File: src/rtl/checksum_scheduler.sv
// checksum_scheduler
//
// Shares one one-shot checksum engine among C_NUM_REQ requesters. Jobs are
// granted round-robin one at a time. Each job resets the engine, triggers it
// with the winner's words, waits for the result and returns it to the owner
// with a one-cycle response pulse.
//
// Handshake: a job transfers on a rising clk edge where req_valid[i] and
// req_ready[i] are both high. req_valid and that requester's req_values slice
// must stay stable until then; dropping req_valid earlier withdraws the job.
// req_ready is one-hot, combinational, and only ever high in IDLE.
// resp_valid is a registered one-hot pulse of exactly one cycle, with
// resp_checksum valid in that cycle and held until the next capture.
//
// Ports:
//   clk, rst_n     : clock, synchronous active-low reset
//   req_valid      : per-requester job request
//   req_values     : requester i at [i*16*C_NUM_VALUES +: 16*C_NUM_VALUES], word 0 in LSBs
//   req_ready      : one-hot grant (IDLE only)
//   resp_valid     : one-hot response pulse to the job owner
//   resp_checksum  : 16-bit ones'-complement checksum of the last job
//   busy           : a job is in flight (state != IDLE)
//   cs_rst         : active-high engine reset
//   cs_trigger     : engine start pulse
//   cs_values      : job words presented to the engine
//   cs_checksum    : engine result
module checksum_scheduler #(
    parameter int C_NUM_REQ    = 2,
    parameter int C_NUM_VALUES = 2
) (
    input  logic                                  clk,
    input  logic                                  rst_n,
    input  logic [C_NUM_REQ-1:0]                  req_valid,
    input  logic [16*C_NUM_VALUES*C_NUM_REQ-1:0]  req_values,
    output logic [C_NUM_REQ-1:0]                  req_ready,
    output logic [C_NUM_REQ-1:0]                  resp_valid,
    output logic [15:0]                           resp_checksum,
    output logic                                  busy,
    output logic                                  cs_rst,
    output logic                                  cs_trigger,
    output logic [16*C_NUM_VALUES-1:0]            cs_values,
    input  logic [15:0]                           cs_checksum
);

    localparam int JOB_W = 16 * C_NUM_VALUES;
    localparam int PTR_W = $clog2(C_NUM_REQ);
    localparam int CNT_W = $clog2(C_NUM_VALUES + 2);
    localparam logic [CNT_W-1:0]     WAIT_LAST = CNT_W'(C_NUM_VALUES);
    localparam logic [PTR_W-1:0]     PTR_LAST  = PTR_W'(C_NUM_REQ - 1);
    localparam logic [C_NUM_REQ-1:0] ONE_HOT0  = C_NUM_REQ'(1);

    typedef enum logic [1:0] {
        IDLE  = 2'd0,
        CLEAR = 2'd1,
        TRIG  = 2'd2,
        WAIT  = 2'd3
    } state_t;

    state_t           state;
    state_t           state_next;
    logic [PTR_W-1:0] ptr;
    logic [PTR_W-1:0] grant_idx;
    logic [PTR_W-1:0] win_idx;
    logic             win_found;
    logic [CNT_W-1:0] wait_cnt;

    // Round-robin search: first requester at or above ptr, wrapping around.
    always_comb begin : arbiter
        int                 cand;
        logic [C_NUM_REQ-1:0] shifted;
        win_found = 1'b0;
        win_idx   = '0;
        cand      = 0;
        shifted   = '0;
        for (int k = 0; k < C_NUM_REQ; k++) begin
            cand = int'(ptr) + k;
            if (cand >= C_NUM_REQ) begin
                cand = cand - C_NUM_REQ;
            end
            shifted = req_valid >> cand;
            if (!win_found && shifted[0]) begin
                win_found = 1'b1;
                win_idx   = PTR_W'(cand);
            end
        end
    end

    always_comb begin : grant_out
        req_ready = '0;
        if (state == IDLE && win_found) begin
            req_ready = ONE_HOT0 << win_idx;
        end
    end

    always_comb begin : next_state
        state_next = state;
        case (state)
            IDLE:    if (win_found) state_next = CLEAR;
            CLEAR:   state_next = TRIG;
            TRIG:    state_next = WAIT;
            WAIT:    if (wait_cnt == WAIT_LAST) state_next = IDLE;
            default: state_next = IDLE;
        endcase
    end

    // The engine is one-shot, so it is held in reset with the block and
    // pulsed again in CLEAR before every job.
    assign cs_rst = ~rst_n | (state == CLEAR);

    always_ff @(posedge clk) begin
        if (!rst_n) begin
            state         <= IDLE;
            ptr           <= '0;
            grant_idx     <= '0;
            wait_cnt      <= '0;
            cs_values     <= '0;
            resp_checksum <= 16'h0000;
            resp_valid    <= '0;
            busy          <= 1'b0;
            cs_trigger    <= 1'b0;
        end else begin
            state      <= state_next;
            // Registered decodes of the upcoming state keep these glitch-free.
            busy       <= (state_next != IDLE);
            cs_trigger <= (state_next == TRIG);
            resp_valid <= '0;
            case (state)
                IDLE: begin
                    if (win_found) begin
                        cs_values <= req_values[int'(win_idx)*JOB_W +: JOB_W];
                        grant_idx <= win_idx;
                        ptr       <= (win_idx == PTR_LAST) ? '0 : win_idx + PTR_W'(1);
                    end
                end
                TRIG: begin
                    wait_cnt <= '0;
                end
                WAIT: begin
                    wait_cnt <= wait_cnt + CNT_W'(1);
                    if (wait_cnt == WAIT_LAST) begin
                        resp_checksum <= cs_checksum;
                        resp_valid    <= ONE_HOT0 << grant_idx;
                    end
                end
                default: begin
                end
            endcase
        end
    end

endmodule

File: config.mk
export PLATFORM = sky130hd
export DESIGN_NAME = checksum_scheduler
export DESIGN_NICKNAME = d
export VERILOG_FILES = /design/src/rtl/checksum_scheduler.sv
export SDC_FILE = /design/constraint.sdc
export NUM_CORES = 1
export LEC_CHECK = 0
export CORE_ASPECT_RATIO = 0.8
export CORE_MARGIN = 4
export CORE_UTILIZATION = 38
export CTS_CLUSTER_SIZE = 28
export DETAILED_ROUTE_END_ITERATION = 16
export HOLD_SLACK_MARGIN = 0.06
export MAX_ROUTING_LAYER = met4
export PLACE_DENSITY = 0.92
export SLEW_MARGIN = 20
export SYNTH_ARGS = -nofsm -noshare
export SYNTH_HDL_FRONTEND = slang
export SYNTH_SLANG_ARGS = --single-unit
File: constraint.sdc
create_clock -name clk -period 1.6 [get_ports clk]
set_clock_uncertainty 0.05 [all_clocks]
set_input_delay 0.32 -clock clk [delete_from_list [all_inputs] [get_ports clk]]
set_output_delay 0.32 -clock clk [all_outputs]
set_load 0.005 [all_outputs]
==> summary.md <==
| Metric | Value |
|---|---|
| Result of the run | `finished, final reports clean` |
| Most used DFF post-synth | `sky130_fd_sc_hd__dfxtp_1` |
| Cell accounting for the most synthesized area | `sky130_fd_sc_hd__dfxtp_1` |
| DR pass1 iterations | `5` |
| Library cell with the highest instance count after synthesis | `sky130_fd_sc_hd__dfxtp_1` |
| Hold Fails Final Rpt | `0` |
| Total CTS buffers | `9` |
| Non-filler instance count after layout | `just under 500` |
| Vias per inst | `around 5.6` |
| I/O pin count | `139` |
| Number of sinks handled by clock tree synthesis | `a little under 60` |
| Buffering stage count on the worst path with inverters included | `1` |
| Number of nets in the final layout | `492` |
| Layout cell share with drive strength beyond 1 | `between 10% and 20%` |
| Setup repair after global routing missed its margin | `no` |
| Cell-internal power | `approximately 2800 uW` |
| Top area cells in the synthesized netlist | `sky130_fd_sc_hd__dfxtp_1 (48%), sky130_fd_sc_hd__a31oi_1 (8.3%), sky130_fd_sc_hd__nand4_1 (8.3%)` |
| Htree depth | `3` |
| Sequence of cells on the critical path | `clkdlybuf4s50_1` |
| Maximum clock insertion buffer count | `2` |
| Top cells by count, synth | `sky130_fd_sc_hd__dfxtp_1 (58), sky130_fd_sc_hd__o21ai_0 (36), sky130_fd_sc_hd__nand3_1 (33), sky130_fd_sc_hd__a31oi_1 (32), sky130_fd_sc_hd__nand4_1 (32)` |
| Post-synth ARST share | `0%` |
| Portion of the clock cycle consumed by the worst path in the final layout | `97.7%` |
| Number of antenna violations at the first check in global routing | `0` |
| Count of port buffers added during placement | `138` |
| Die ar. | `a little under 8000 sq um` |
| Count of unresolved DRC violations after routing | `0` |
| Reg2Reg Capture Point | `cs_values[31]` |
| Post-CTS Hold Buffers | `0` |
| Clock-pin slew reported for the worst setup and hold paths after clock tree synthesis | `approximately 0.060 ns` |
| HPWL Detailed | `5.78 mm` |
| Post-Route Utilization | `about two thirds` |
| Reg-to-reg critical path startpoint | `ptr` |
| Shortest period the worst path allows | `about 1.6 ns` |
| DRT Wirelength | `roughly 8.6 mm` |
| Pin count of the biggest net entering global routing | `40` |
| Clock insertion delay at the later pin of the skew report | `between 0.3 and 0.4 ns` |
| Crit path largest cell delay | `0.52 ns` |
| Wire length of the first global-routing pass | `13.8 mm` |
| R2R depth | `6` |
| Number of DRC markers in iteration 0 | `129` |
| Routability congestion estimate | `0.809` |
| Clock tree from TritonCTS | `built` |
| Total of max-cap violations | `0` |
| Cell count after synthesis | `around 270` |
| Worst hold path class | `reg2reg` |
| Transition time of the tightest slew-check pin | `roughly 0.7 ns` |
| Setup slack, reg-to-reg | `between 0.1 and 0.15 ns` |
| Vias after detailed routing | `2,772` |
| Worst hold path stage count | `1` |
| Area of the placeable core | `around 6000 sq um` |
| Area share of the largest cell type after synthesis | `48.1%` |
| Clock root cell | `sky130_fd_sc_hd__clkbuf_8` |
| Number of pins with negative max-slew slack in the final report | `0` |
| Grt total ovfl | `0` |
| Number of enable-type register cells in the synthesized netlist | `0` |
| Leakage power figure | `approximately 0.0016 uW` |
| Data required time at the worst endpoint | `1.23 ns` |
| Endpoint of the worst hold-timing path | `resp_valid[0]` |
| Number of nets still failing antenna checks after routing | `0` |
| Number of distinct library cells after synthesis | `29` |
| Fill cell total of the finished layout | `451` |
| Portion of total power attributed to the clock network | `between 30% and 40%` |
| Sequential cell fraction of total power | `a little over two fifths` |
| Kind of end point of the critical path | `output pin` |
| Final total negative setup slack | `0 ns` |
| Placed cells | `474` |
| Largest voltage drop on the vdd net | `about 0.46 mV` |
| Routed wire per std cell | `17.5 um` |
| Synth Warn # | `0` |
| Source of the worst hold timing path | `grant_idx` |
| Post-synthesis sequential area ratio | `about half` |
| Initial Utilization | `about two fifths` |
| Signal arrival time at the worst endpoint | `between 1 and 1.5 ns` |
| Top fanout value on the critical path | `2` |
| Overall Global Routing Usage | `a little under a quarter` |
| Highest-delay cell along the critical path | `sky130_fd_sc_hd__clkdlybuf4s50_1` |
| Part of the total power dissipated in combinational logic | `around a quarter` |
| Category of cells accounting for the largest share of critical-path delay | `buffers and inverters` |
| Diode insertion count for antenna repair | `0` |
| Sw Ratio | `26.7%` |
| Number of flip-flops and latches in the synthesized netlist | `between 50 and 60` |
| Cell Area, Synth | `about 2400 sq um` |
| Die height | `slightly below 80 um` |
| Syn Area/Cell | `between 8 and 9 sq um` |
| Count of final setup violators | `0` |
| Area overhead of the layout relative to synthesis | `70.3%` |
| Die Wd | `97.1 um` |
| Highest attainable clock frequency | `about 640 MHz` |
| Path type of the worst setup path | `reg2out` |
| Number of nets produced by synthesis | `~360` |
| Sw power | `approximately 1000 uW` |
| Power Dens Cells | `between 900 and 1000 nW/um^2` |
| Vias in the first global route | `2,795` |
| Rel. slew slack | `53.3%` |
| Startpoint kind of the worst setup timing path | `register` |
| Floorplan row count | `25` |
[sequential cells by signal, indices dropped and copies added, names as in the netlist]
register       count
state              2
grant_idx          1
ptr                1
resp_valid         2
cs_trigger         1
busy               1
cs_values         32
resp_checksum     16
wait_cnt           2
[logic make-up after synthesis]
family	synth area share, %
AOI/OAI and AO/OA	23.0
DFF	48.1
muxes	0.466
and+or+nand+nor	19.8
adders and majority gates	0.518
buffers and inverters	8.08
[cell usage in the layout (no fill, tap or decap), types with 2 or more instances in the layout]
cell,instances
sky130_fd_sc_hd__dlygate4sd2_1,2
sky130_fd_sc_hd__nand3_2,2
sky130_fd_sc_hd__clkinv_2,2
sky130_fd_sc_hd__buf_4,14
sky130_fd_sc_hd__a22o_1,16
sky130_fd_sc_hd__clkbuf_8,10
sky130_fd_sc_hd__nand4_1,32
sky130_fd_sc_hd__nor2_2,2
sky130_fd_sc_hd__inv_1,5
sky130_fd_sc_hd__o21ai_0,35
sky130_fd_sc_hd__buf_12,3
sky130_fd_sc_hd__dfxtp_1,54
sky130_fd_sc_hd__dfxtp_4,2
sky130_fd_sc_hd__nand2_1,5
sky130_fd_sc_hd__clkbuf_1,2
sky130_fd_sc_hd__nor3_1,2
sky130_fd_sc_hd__a31oi_1,32
sky130_fd_sc_hd__nand3_1,32
sky130_fd_sc_hd__dlymetal6s2s_1,6
sky130_fd_sc_hd__clkdlybuf4s50_1,127
sky130_fd_sc_hd__dfxtp_2,2
sky130_fd_sc_hd__and2_1,2
sky130_fd_sc_hd__nor2_4,2
sky130_fd_sc_hd__a21oi_1,4
[stage by stage]
stage | setup WS [ns] | area [sq um] | hold slack, ns | total power (uW)
final | 0.0373 | 4110 | 0.405 | 3800
after detailed placement | -0.462 | 3870 | 0.399 | 2520
after global placement | -0.408 | 3870 | 0.395 | 2500
after CTS | 0.00419 | 4100 | 0.409 | 3830
after floorplan | 0.193 | 2410 | 0.358 | 2000
after global routing | 0.0000273 | 4110 | 0.442 | 3970
[layer usage]
layer | track usage [%] | vias up | part of all wire, %
met2 | 37.5 | 140 | 49
met4 | 5.61 | 0 | 1.2
li1 | - | 1296 | -
met5 | - | - | 0
met1 | 27.1 | 1326 | 42
met3 | 6.76 | 10 | 8.0
[worst max-delay path by stage]
stage | from | endpoint | slack [ns] | depth (start not counted)
detailed placement | req_valid[1] | cs_values[6] | -0.46 | 5
global route | resp_checksum[6] | resp_checksum[6] | 0.00003 | 1
finish | cs_values[12] | cs_values[12] | 0.04 | 1
CTS | state[0] | req_ready[0] | 0.004 | 4
floorplan | req_valid[1] | req_ready[0] | 0.19 | 5
global placement | req_valid[1] | req_ready[0] | -0.41 | 5
[power by group through the flow]
| stage | Clock, uW | Sequential [uW] | Combinational [uW] |
|---|---|---|---|
| after floorplan | 0 | 1630 | 371 |
| after global placement | 0 | 1620 | 874 |
| after detailed placement | 0 | 1620 | 894 |
| after CTS | 1320 | 1600 | 908 |
| after global routing | 1390 | 1610 | 980 |
| final | 1290 | 1600 | 907 |
[repair_timing]
item                       CTS  global route
pin swaps                    2             2
resized for setup           13            15
setup buffers                5             0
setup endpoints to repair   37            34
cloned                       0             1
[final cells by class]
cell class	count	area [sq um]	area share, %
repair buffers	155	1550	37.7
flip-flops and latches	58	1170	28.5
multi-input cells	177	1080	26.3
clock buffers	12	145	3.53
well taps	81	101	2.47
clock inverters	3	40.0	0.974
inverters	6	22.5	0.548
(Power assumes the default switching activity.)
